### src/rtl/draw_rect_sched_pkg.sv
// Shared types for the rectangle-fill scheduler.
//   DEF_COORD_W   default signed coordinate/size width
//   PIX_ID_W      requester-id field width in pix_t (covers NREQ up to 8)
//   sched_state_t scheduler FSM states
//   rect_cmd_t    latched draw operands {x, y, h, w}
//   pix_t         buffered pixel {x, y, id}
package draw_rect_sched_pkg;

  localparam int unsigned DEF_COORD_W = 32;
  localparam int unsigned PIX_ID_W    = 3;

  typedef enum logic [2:0] {
    ST_IDLE,
    ST_GRANT,
    ST_START,
    ST_RUN,
    ST_DRAIN,
    ST_DONE
  } sched_state_t;

  typedef struct packed {
    logic signed [DEF_COORD_W-1:0] x;
    logic signed [DEF_COORD_W-1:0] y;
    logic signed [DEF_COORD_W-1:0] h;
    logic signed [DEF_COORD_W-1:0] w;
  } rect_cmd_t;

  typedef struct packed {
    logic signed [DEF_COORD_W-1:0] x;
    logic signed [DEF_COORD_W-1:0] y;
    logic [PIX_ID_W-1:0]           id;
  } pix_t;

endpackage

### src/rtl/draw_rect_sched_skid.sv
// Two-entry skid buffer carrying pixels from the fill engine to the
// framebuffer writer.
//   _clock, _reset_n  clock, async active-low reset
//   push, push_data   write one pixel (ignored when full)
//   pop               consume head pixel (ignored when empty)
//   head              oldest stored pixel, stable until popped
//   full, empty       occupancy flags
module draw_rect_sched_skid
  import draw_rect_sched_pkg::*;
(
  input  logic _clock,
  input  logic _reset_n,
  input  logic push,
  input  pix_t push_data,
  input  logic pop,
  output pix_t head,
  output logic full,
  output logic empty
);

  pix_t       mem_q [2];
  logic       wr_q;
  logic       rd_q;
  logic [1:0] cnt_q;
  logic       do_push;
  logic       do_pop;

  assign do_push = push && !full;
  assign do_pop  = pop && !empty;

  always_ff @(posedge _clock or negedge _reset_n) begin
    if (!_reset_n) begin
      mem_q[0] <= '0;
      mem_q[1] <= '0;
      wr_q     <= 1'b0;
      rd_q     <= 1'b0;
      cnt_q    <= '0;
    end else begin
      if (do_push) begin
        mem_q[wr_q] <= push_data;
        wr_q        <= ~wr_q;
      end
      if (do_pop) begin
        rd_q <= ~rd_q;
      end
      case ({do_push, do_pop})
        2'b10:   cnt_q <= cnt_q + 2'd1;
        2'b01:   cnt_q <= cnt_q - 2'd1;
        default: cnt_q <= cnt_q;
      endcase
    end
  end

  assign head  = mem_q[rd_q];
  assign full  = (cnt_q == 2'd2);
  assign empty = (cnt_q == 2'd0);

endmodule

### src/rtl/draw_rect_scheduler.sv
// Shares one rectangle-fill engine between NREQ requesters with round-robin
// arbitration, forwards the engine's coordinate stream through a skid buffer
// and pulses req_done to the owner when the job has fully drained.
//   req_valid/req_ready/req_done   per-requester command handshake + completion
//   req_x/y/h/w                    per-requester signed operands
//   eng_start, eng_x/y/h/w          engine launch and latched operands
//   eng_valid/eng_ready, eng_out0/1 engine coordinate stream
//   eng_done                        engine finished (level)
//   pix_valid/pix_ready, pix_x/y/id pixel stream to the framebuffer writer
//   err                             sticky pixel-count mismatch
// Optional: define DRAW_RECT_SCHED_PIXCHECK_EN to count pixels per job and
// flag a count that differs from w*h; otherwise err is tied low.
module draw_rect_scheduler
  import draw_rect_sched_pkg::*;
#(
  parameter int unsigned NREQ    = 4,
  parameter int unsigned COORD_W = DEF_COORD_W
) (
  input  logic                             _clock,
  input  logic                             _reset_n,
  input  logic [NREQ-1:0]                  req_valid,
  output logic [NREQ-1:0]                  req_ready,
  input  logic [NREQ-1:0][COORD_W-1:0]     req_x,
  input  logic [NREQ-1:0][COORD_W-1:0]     req_y,
  input  logic [NREQ-1:0][COORD_W-1:0]     req_h,
  input  logic [NREQ-1:0][COORD_W-1:0]     req_w,
  output logic [NREQ-1:0]                  req_done,
  output logic                             eng_start,
  output logic signed [COORD_W-1:0]        eng_x,
  output logic signed [COORD_W-1:0]        eng_y,
  output logic signed [COORD_W-1:0]        eng_h,
  output logic signed [COORD_W-1:0]        eng_w,
  input  logic                             eng_valid,
  output logic                             eng_ready,
  input  logic signed [COORD_W-1:0]        eng_out0,
  input  logic signed [COORD_W-1:0]        eng_out1,
  input  logic                             eng_done,
  output logic                             pix_valid,
  input  logic                             pix_ready,
  output logic signed [COORD_W-1:0]        pix_x,
  output logic signed [COORD_W-1:0]        pix_y,
  output logic [$clog2(NREQ)-1:0]          pix_id,
  output logic                             err
);

  localparam int unsigned ID_W = $clog2(NREQ);
  localparam logic signed [COORD_W-1:0] ZERO = '0;

  sched_state_t    state_q, state_d;
  logic [ID_W-1:0] g_q, g_d;
  logic [ID_W-1:0] rr_q;
  logic [ID_W-1:0] pick;
  logic [ID_W-1:0] idx;
  logic            found;
  rect_cmd_t       cmd_q;
  logic            push;
  logic            pop;
  logic            skid_full;
  logic            skid_empty;
  pix_t            push_data;
  pix_t            head;

  // First pending requester at or after rr_q, wrapping.
  always_comb begin
    found = 1'b0;
    pick  = rr_q;
    idx   = '0;
    for (int unsigned i = 0; i < NREQ; i++) begin
      idx = ID_W'((32'(rr_q) + i) % NREQ);
      if (!found && req_valid[idx]) begin
        found = 1'b1;
        pick  = idx;
      end
    end
  end

  always_comb begin
    state_d   = state_q;
    g_d       = g_q;
    req_ready = '0;
    req_done  = '0;
    eng_start = 1'b0;
    push      = 1'b0;
    case (state_q)
      ST_IDLE: begin
        if (found) begin
          g_d     = pick;
          state_d = ST_GRANT;
        end
      end
      ST_GRANT: begin
        req_ready[g_q] = 1'b1;
        if ($signed(req_w[g_q]) <= ZERO || $signed(req_h[g_q]) <= ZERO) begin
          state_d = ST_DONE;
        end else begin
          state_d = ST_START;
        end
      end
      ST_START: begin
        eng_start = 1'b1;
        state_d   = ST_RUN;
      end
      ST_RUN: begin
        push = eng_valid && eng_ready;
        // A valid pixel stalled by a full buffer must still be taken before
        // leaving RUN, so done only counts once that pixel is accepted.
        if (eng_done && !(eng_valid && !eng_ready)) begin
          state_d = ST_DRAIN;
        end
      end
      ST_DRAIN: begin
        if (skid_empty) begin
          state_d = ST_DONE;
        end
      end
      ST_DONE: begin
        req_done[g_q] = 1'b1;
        state_d       = ST_IDLE;
      end
      default: state_d = ST_IDLE;
    endcase
  end

  always_ff @(posedge _clock or negedge _reset_n) begin
    if (!_reset_n) begin
      state_q <= ST_IDLE;
      g_q     <= '0;
      rr_q    <= '0;
      cmd_q   <= '0;
    end else begin
      state_q <= state_d;
      g_q     <= g_d;
      if (state_q == ST_GRANT) begin
        cmd_q.x <= req_x[g_q];
        cmd_q.y <= req_y[g_q];
        cmd_q.h <= req_h[g_q];
        cmd_q.w <= req_w[g_q];
      end
      if (state_q == ST_DONE) begin
        rr_q <= (g_q == ID_W'(NREQ - 1)) ? '0 : g_q + ID_W'(1);
      end
    end
  end

  assign eng_x = cmd_q.x;
  assign eng_y = cmd_q.y;
  assign eng_h = cmd_q.h;
  assign eng_w = cmd_q.w;

  // Ready is also gated to RUN so the engine can never hand over a pixel
  // the FSM would not push, and so every output is low while in reset.
  assign eng_ready = !skid_full && (state_q == ST_RUN);

  assign push_data = '{x: eng_out0, y: eng_out1, id: PIX_ID_W'(g_q)};
  assign pop       = pix_valid && pix_ready;

  draw_rect_sched_skid u_skid (
    ._clock    (_clock),
    ._reset_n  (_reset_n),
    .push      (push),
    .push_data (push_data),
    .pop       (pop),
    .head      (head),
    .full      (skid_full),
    .empty     (skid_empty)
  );

  assign pix_valid = !skid_empty;
  assign pix_x     = head.x;
  assign pix_y     = head.y;
  assign pix_id    = ID_W'(head.id);

`ifdef DRAW_RECT_SCHED_PIXCHECK_EN
  logic [COORD_W-1:0] pix_cnt_q;
  logic [COORD_W-1:0] area;
  logic               err_q;

  assign area = COORD_W'(cmd_q.w * cmd_q.h);

  always_ff @(posedge _clock or negedge _reset_n) begin
    if (!_reset_n) begin
      pix_cnt_q <= '0;
      err_q     <= 1'b0;
    end else begin
      if (state_q == ST_START) begin
        pix_cnt_q <= '0;
      end else if (push) begin
        pix_cnt_q <= pix_cnt_q + COORD_W'(1);
      end
      if (state_q == ST_DRAIN && state_d == ST_DONE && pix_cnt_q != area) begin
        err_q <= 1'b1;
      end
    end
  end

  assign err = err_q;
`else
  assign err = 1'b0;
`endif

endmodule

### config.mk
export PLATFORM = sky130hd
export DESIGN_NAME = draw_rect_scheduler
export DESIGN_NICKNAME = d
export VERILOG_FILES = /design/src/rtl/draw_rect_sched_pkg.sv /design/src/rtl/draw_rect_sched_skid.sv /design/src/rtl/draw_rect_scheduler.sv
export SDC_FILE = /design/constraint.sdc
export NUM_CORES = 1
export LEC_CHECK = 0
export CORE_AREA = 2 2 305 307
export CTS_BUF_LIST = sky130_fd_sc_hd__clkbuf_4 sky130_fd_sc_hd__clkbuf_8 sky130_fd_sc_hd__clkbuf_16
export DETAILED_ROUTE_END_ITERATION = 7
export DIE_AREA = 0 0 307 309
export GPL_ROUTABILITY_DRIVEN = 1
export GPL_TIMING_DRIVEN = 0
export PLACE_DENSITY = 0.41
export REMOVE_ABC_BUFFERS = 1
export SYNTH_ARGS = -nofsm -noshare
export SYNTH_HDL_FRONTEND = slang
export SYNTH_SLANG_ARGS = --single-unit
### constraint.sdc
create_clock -name _clock -period 2.4 [get_ports _clock]
set_clock_uncertainty 0.2 [all_clocks]
set_input_delay 0.36 -clock _clock [delete_from_list [all_inputs] [get_ports _clock]]
set_output_delay 0.36 -clock _clock [all_outputs]
set_load 0.005 [all_outputs]
==> results of run 1 <==
==> repair_timing <==
| action | CTS | global route |
|---|---|---|
| hold buffers | 1 | 0 |
| setup buffers | 40 | 26 |
| hold endpoints to repair | 118 | 0 |
| resized for setup | 345 | 104 |
| gates cloned | 11 | 5 |
| pin swaps | 5 | 5 |
| endpoints found under the setup margin | 338 | 252 |
==> sequential cells by signal (all words and copies together), names as in the netlist <==
signal,cells
u_skid.rd_q,1
u_skid.cnt_q,2
u_skid.wr_q,1
eng_y,32
g_q,2
state_q,3
eng_x,32
eng_h,32
u_skid.mem_q,132
eng_w,32
rr_q,2
==> worst min path at each step <==
stage,start,depth (start not counted),to
5_1_grt,_reset_n,2,u_skid.mem_q[46]
3_3_place_gp,u_skid.mem_q[86],1,u_skid.mem_q[86]
6_report,_reset_n,2,u_skid.mem_q[57]
3_5_place_dp,_reset_n,1,u_skid.mem_q[27]
2_1_floorplan,_reset_n,0,eng_h[0]
4_1_cts,_reset_n,2,u_skid.mem_q[46]
==> critical path, stage by stage, from the launching register on <==
cell     delay, ns
dfrtp_4       0.52
buf_12        0.17
buf_8         0.12
buf_6         0.10
mux4_2        0.47
nor4_4        0.48
nand4_1       0.29
o21a_4        0.31
a21bo_1       0.19
==> metrics by stage <==
stage / power (mW) / hold slack, ns / utilization, % / TNS (ns)
detailed placement: 21.7 / 0.0710 / 26.0 / -65.15
global route: 31.1 / 0.104 / 28.7 / -12.63
global placement: 20.2 / 0.263 / 25.5 / -4939.05
floorplan: 13.6 / -0.136 / - / -793.24
finish: 29.3 / 0.114 / 28.7 / -5.39
CTS: 29.1 / 0.0542 / 28.1 / -25.95
==> layout by cell type (no fill, tap or decap), types with 3 or more instances in the layout <==
cell | netlist | final
buf_8 | 0 | 16
mux2_4 | 0 | 16
clkdlybuf4s50_1 | 0 | 713
ha_1 | 5 | 3
clkbuf_4 | 0 | 14
nor4_2 | 0 | 5
nand3b_1 | 3 | 3
mux2_1 | 28 | 28
mux2_2 | 297 | 281
buf_4 | 8 | 31
buf_12 | 0 | 12
diode_2 | 0 | 15
clkinv_2 | 0 | 5
dfrtp_1 | 271 | 266
nor4_1 | 16 | 8
clkbuf_16 | 0 | 43
dfrtp_4 | 0 | 3
buf_16 | 0 | 20
nand2_1 | 9 | 8
a21oi_1 | 9 | 8
mux4_2 | 128 | 128
clkbuf_8 | 0 | 5
inv_1 | 5 | 3
and3_4 | 0 | 3
nor2_1 | 11 | 8
buf_2 | 23 | 16
clkbuf_2 | 0 | 7
nor4_4 | 0 | 3
xnor2_1 | 3 | 3
o21ai_0 | 5 | 5
buf_6 | 4 | 55
and3_1 | 8 | 5
==> layer usage <==
layer | GRT usage, % | vias up
met2 | 27.3 | 499
li1 | - | 5222
met3 | 6.53 | 122
met4 | 4.90 | 14
met5 | 0.253 | -
met1 | 15.5 | 6086
==> kinds of logic after synthesis <==
family                   count (synthesis)  share of synthesized area, %
XOR/XNOR                                 5                         0.307
AND/OR/NAND/NOR                         63                          2.45
multiplexers                           453                          45.8
AO/OA/AOI/OAI                           23                         0.955
other                                    1                        0.0263
flip-flops                             271                          47.5
buffers and inverters                   71                          2.49
adder cells (fa/ha/maj)                  5                         0.438
==> cell type report <==
type                    instances  area [um^2]  share of cell area [%]
diodes                         15         37.5                   0.143
clock buffers                  58         1150                    4.38
clock inverters                 7         41.3                   0.157
inverters                       5         25.0                  0.0953
multi-input cells             552         7380                    28.1
flip-flops and latches        271         6800                    25.9
well taps                    1186         1480                    5.65
repair buffers                879         9330                    35.6
==> power breakdown <==
group          leakage [nW]  internal [mW]  switching (mW)
clock network         0.605           3.29            2.18
logic                  6.61           9.83            6.41
registers              3.39           6.50            1.07
total                  10.6           19.6            9.67
==> key figures, run 1 <==
Status
  – Status: finished with violations
  – Violations in the final reports: negative setup slack

CTS
  – Number of buffers created by CTS: 38
  – Root Driver: clkbuf_16
  – Clk Latency, worst-skew pair: 0.54 ns
  – CTS tree: yes
  – Htree depth: 2
  – Clk buf depth: 3
  – CTS clk-pin slew, worst paths: 0.05 ns
  – Clock Sinks: between 200 and 300

Die
  – Die ar.: ~95000 um^2
  – Die Ht: 309 um
  – Core box area: 91400 um^2
  – # IOs: between 700 and 800
  – Die X: 307 um
  – Initial cell density of the core: 15.6%
  – Num rows: 111

Global route
  – First-pass GRT wire length: roughly 100000 um
  – Vias in the first global route: between 10k and 15k
  – Overflow after GRT: 0
  – Total Routing Usage GR: 15.0%
  – Largest net degree at the start of global routing: 85
  – Initial antenna violation count: 33

Logic synthesis
  – Synthesized area: between 10000 and 15000 um^2
  – Count leader, synth: mux2_2
  – Ys async rst share: 100%
  – Main synth FF type: dfrtp_1
  – Area leader, netlist: dfrtp_1
  – Cells after Synth: between 800 and 900
  – Top-area cell type share of the netlist area: 47.5%
  – Ranking of synthesized cells by area: dfrtp_1 (48%), mux2_2 (23%), mux4_2 (20%)
  – Yosys reg bits: 271
  – Mapped Avg Cell Area: around 16 um^2
  – Count of flip-flops with a built-in enable after synthesis: 0
  – Synthesis Warnings: 0
  – Sequential element share of the synthesized area: 47.5%
  – Synth cell count leaders: mux2_2 (297), dfrtp_1 (271), mux4_2 (128), mux2_1 (28), buf_2 (23)
  – Post-synth cell types: 37

Power and ir drop
  – Max IR drop VDD: between 0.5 and 0.6 mV
  – PD cells: 1120 nW/um^2
  – Pleak: 10.6 nW

Drt
  – Vias per cell: 4.02
  – Max layer used: met5
  – First-iteration detailed-routing DRC count: 431
  – # DRC: 0
  – Remaining antenna violation count after routing: 0
  – Vias: around 12k
  – DR pass1 iterations: 5
  – Post-Route WL: 75500 um
  – Met3 Routed Length: approximately 7000 um
  – Met2 Routed Length: around 40000 um
  – WL met1: 26400 um
  – WL/cell: 25.4 um

Placement
  – Post-DP HPWL: 56600 um
  – DP Area: 23700 um^2
  – Placer Congestion: a little over 0.8
  – Post-place setup slack: -1.82 ns
  – PortBufs: between 700 and 800
  – Dpl cells: about 2.8k

Worst setup path
  – Crit. End Element: flop
  – WP data required: 2.63 ns
  – Reg-to-reg endpoint: state_q[1]
  – CP max FO: 6
  – Worst Reg-to-Reg Cells: 8
  – CP Capture Point: state_q[1]
  – CP Launch Type: flop
  – Critical path class: reg2reg
  – FF-to-FF setup slack: -0.58 ns
  – CP startpoint: g_q[0]
  – CP arrival: between 3 and 4 ns
  – Reg2reg start: g_q[0]

Flow run
  – Max capacitance violation total: 0

Final layout
  – Finished Cell Area: 26200 um^2
  – Fillers: 9313
  – Nets: 2337
  – Synthesis-to-layout area growth: 83.9%
  – Post-Layout Cell Count: around 3.0k
  – Fraction of layout cells with a size suffix above 1: 38.7%

STA
  – Final period util: 124%
  – Relative slew slack: 61.8%
  – Final WS setup: -0.581 ns
  – Final hold vios: 0
  – Final Critical Period: 2.98 ns
  – Max Freq: 336 MHz
  – Slew @ Worst Pin: ~0.57 ns
  – Max-slew violations: 0
  – Final Setup Violations: 55
  – RSZ-0062 raised after global routing: yes

Min path
  – Worst min path class: in2async
Note: power is estimated with default switching activity, not from simulation.
==> run 2, diff against run 1 <==
Settings changed: ABC_AREA set to 1, CORE_AREA 2 2 305 307 to 2 2 309 311, DIE_AREA 0 0 307 309 to 0 0 311 313, SLEW_MARGIN set to 20.
==> key figures, run 2 <==
Placement
  – Post-DP HPWL: 60600 um (+6.9%)
  – Placer Congestion: 0.849 (+4.4%)
  – PortBufs: 789 (unchanged)
  – Post-place setup slack: -1.61 ns (+0.213 ns)

Min path
  – Worst min path class: in2reg
  – HP Start: eng_out1[27]

Power and ir drop
  – Pleak: 13.4 nW (+26%)
  – Clock network power share: 15.5% (-3.2 points)
  – Max IR drop VDD: 1.01 mV (+87%)
  – Total power: 37.3 mW (+27%)
  – Sw Ratio: 43.9% (+11 points)
  – PD cells: 1280 nW/um^2 (+15%)
  – Combinational Power Share: 63.2% (+7.7 points)
  – NetSw: 16.4 mW (+70%)
  – Cell internal pwr: 20.9 mW (+6.6%)
  – Flop pwr share: 21.3% (-4.6 points)

Global route
  – First-pass GRT wire length: 133000 um (+31%)
  – Vias in the first global route: 18.2k (+34%)
  – Gr busiest metal: met2
  – Largest net degree at the start of global routing: 153 (+80%)
  – GR Util met2: 34.7% (+7.4 points)
  – GRT met3 Usage: 5.37% (-1.2 points)
  – Total Routing Usage GR: 18.8% (+3.8 points)
  – Initial antenna violation count: 9 (-73%)
  – Overflow after GRT: 0 (unchanged)
  – GRT met1 Usage: 21.6% (+6.1 points)

CTS
  – Number of buffers created by CTS: 40 (+5.3%)
  – Htree depth: 2 (unchanged)
  – Clk buf depth: 3 (unchanged)
  – Clk Latency, worst-skew pair: 0.55 ns (about the same)
  – Clock Sinks: 271 (unchanged)
  – CTS tree: yes
  – CTS clk-pin slew, worst paths: 0.06 ns (about the same)
  – Root Driver: clkbuf_16

STA
  – Final WS setup: -0.0701 ns (+0.511 ns)
  – Final Critical Period: 2.47 ns (-0.511 ns)
  – Final period util: 103% (-21 points)
  – Final Setup Violations: 9 (-84%)
  – Max-slew violations: 0 (unchanged)
  – RSZ-0062 raised after global routing: yes
  – Relative slew slack: 43.0% (-19 points)
  – Slew @ Worst Pin: 0.854 ns (+0.282 ns)
  – Fin Setup TNS: -0.388 ns (+5.00 ns)
  – Max Freq: 405 MHz (+21%)
  – Final hold vios: 0 (unchanged)

Worst setup path
  – CP max FO: 8 (+2)
  – CP startpoint: g_q[0]
  – CP Launch Type: flop
  – Critical path class: reg2reg
  – WP data required: 2.63 ns (about the same)
  – Crit. End Element: flop
  – CP arrival: 2.70 ns (-0.51 ns)
  – Reg2reg start: g_q[0]

Die
  – Num rows: 113 (+1.8%)
  – Die ar.: 97300 um^2 (+2.6%)
  – # IOs: 791 (unchanged)
  – Core box area: 94200 um^2 (+3.0%)
  – Die X: 311 um (+1.3%)
  – Die Ht: 313 um (+1.3%)
  – Initial cell density of the core: 16.1% (+0.45 points)

Logic synthesis
  – Count of flip-flops with a built-in enable after synthesis: 0 (unchanged)
  – Post-synth cell types: 28 (-24%)
  – Post-Synth Adder-Cell Area: 0.413% (-0.025 points)
  – Cells after Synth: 2224 (+150%)
  – Sequential element share of the synthesized area: 44.8% (-2.7 points)
  – Top-area cell type share of the netlist area: 44.8% (-2.7 points)
  – Main combinational cell family by area after synthesis: simple AND/OR/NAND/NOR gates
  – Area leader, netlist: dfrtp_1
  – Ranking of synthesized cells by area: dfrtp_1 (45%), nand2_1 (24%), o21ai_0 (9.2%)
  – Main synth FF type: dfrtp_1
  – Synthesized area: 15100 um^2 (+6.0%)
  – Simple-gate share of the synthesized area: 33.1% (+31 points)
  – Count leader, synth: nand2_1
  – Synth cell count leaders: nand2_1 (977), o21ai_0 (278), dfrtp_1 (271), nor2_1 (167), nand3_1 (135)
  – Yosys reg bits: 271 (unchanged)
  – Ys async rst share: 100% (unchanged)
  – Synthesis Warnings: 0 (unchanged)
  – Compound-gate portion of the synthesized area: 14.3% (+13 points)
  – Synth Area in XOR/XNOR: 0.232% (-0.075 points)
  – Mux share of post-synthesis cell area: 0% (-46 points)
  – Mapped Avg Cell Area: 6.80 um^2 (-57%)

Status
  – Status: finished with violations
  – Violations in the final reports: negative setup slack

Drt
  – # DRC: 0 (unchanged)
  – WL/cell: 22.5 um (-11%)
  – Vias: 18.2k (+52%)
  – First-iteration detailed-routing DRC count: 1039 (+140%)
  – DR pass1 iterations: 7 (+2)
  – Post-Route WL: 98800 um (+31%)
  – Remaining antenna violation count after routing: 0 (unchanged)
  – Vias per cell: 4.15 (+3.2%)

Final layout
  – Commonest non-fill, non-tap cell in the layout: nand2_1
  – Max reg flops: 132 (unchanged)
  – Top reg by flops: u_skid.mem_q
  – Fillers: 10.2k (+9.8%)
  – Fraction of layout cells with a size suffix above 1: 17.5% (-21 points)
  – Synthesis-to-layout area growth: 92.2%
  – Layout Utilization: 30.9% (+2.2 points)
  – Nets: 3683 (+58%)
  – Most frequent cells in the layout: nand2_1 (845), clkdlybuf4s50_1 (712), o21ai_0 (274)

Flow run
  – Max capacitance violation total: 0 (unchanged)
[run 2: cell count changes after synthesis, moves of 9 or more]
cell      delta
o21ai_0    +273
mux2_2     -297
nand3_1    +133
o22ai_1     +66
nor2_1     +156
clkbuf_1    +87
buf_2        +9
o21ai_1     +48
nor4_1      -16
o21ai_2     +10
mux4_2     -128
inv_1       +82
nand2_1    +968
mux2_1      -28
[run 2: area by class of cell]
class | count | area, um^2 | area share [%]
clock buffer | 60 | 1180 | 4.06
sequential | 271 | 6790 | 23.4
timing repair buffer | 976 | 10800 | 37.1
multi-input combinational | 1705 | 8120 | 27.9
clock inverter | 7 | 67.6 | 0.232
inverter | 91 | 423 | 1.45
tap | 1265 | 1580 | 5.44
timing repair inverter | 8 | 100 | 0.344
antenna | 3 | 7.51 | 0.0258
[run 2: path summary, 6_finish.rpt]
| check | to | slack, ns | depth (start not counted) |
|---|---|---|---|
| max | state_q[1] | -0.07 | 15 |
| min | u_skid.mem_q[97] | 0.17 | 3 |
| max reg2reg | state_q[1] | -0.07 | 15 |
| min reg2reg | eng_y[12] | 0.28 | 2 |
| max in group asynchronous | eng_y[10] | 0.61 | 4 |
| min in group asynchronous | u_skid.mem_q[96] | 0.21 | 2 |
[run 2: worst max-delay path: stages, from the launching register on]
cell and delay [ns]:
dfrtp_4 0.52, buf_16 0.17, buf_16 0.17, clkbuf_16 0.20
nand2_2 0.07, nand3_2 0.07, nand2_2 0.10, nand2_4 0.08
nor2_4 0.15, nand2_4 0.09, nor2_4 0.14, nand2_2 0.08
nand3_4 0.10, nor2_1 0.05, nor2_1 0.08, nand2_1 0.05
[run 2: repair_timing]
action	in CTS	in global routing
gates resized for setup	389	236
endpoints found under the setup margin	221	169
hold buffers	1	0
gates cloned	35	20
setup buffers	95	31
hold endpoints to repair	68	0
pin swaps	31	75
[run 2: metal layers]
| metal | vias up | share of wire [%] |
|---|---|---|
| met1 | 8614 | 40 |
| met2 | 609 | 51 |
| met3 | 91 | 6.8 |
| met4 | 8 | 2.5 |
| met5 | - | 0.044 |
| li1 | 8860 | - |
[run 2: power by group through the flow]
stage	Combinational (mW)	Clock (mW)	Sequential, mW
2_1_floorplan	6.43	0	8.23
3_3_place_gp	12.0	0	8.54
3_5_place_dp	16.9	0	8.08
4_1_cts	22.1	6.03	7.85
5_1_grt	25.6	6.21	8.20
6_report	23.6	5.80	7.94
[run 2: cell families after synthesis]
logic type	after synthesis
buf+inv	249
other cells	1
flops	271
simple gates	1285
compound gates	409
xor+xnor	4
fa+ha+maj	5
[run 2: through the flow]
| step | cell area (um^2) | std cells | hold slack [ns] |
|---|---|---|---|
| 6_report | 29100 | 4386 | 0.173 |
| 5_1_grt | 29100 | 4384 | 0.157 |
| 4_1_cts | 28000 | 4346 | 0.130 |
| 3_5_place_dp | 24600 | 4149 | 0.204 |
| 3_3_place_gp | 23900 | 4120 | 0.264 |
| 2_1_floorplan | 14400 | 2066 | -0.136 |
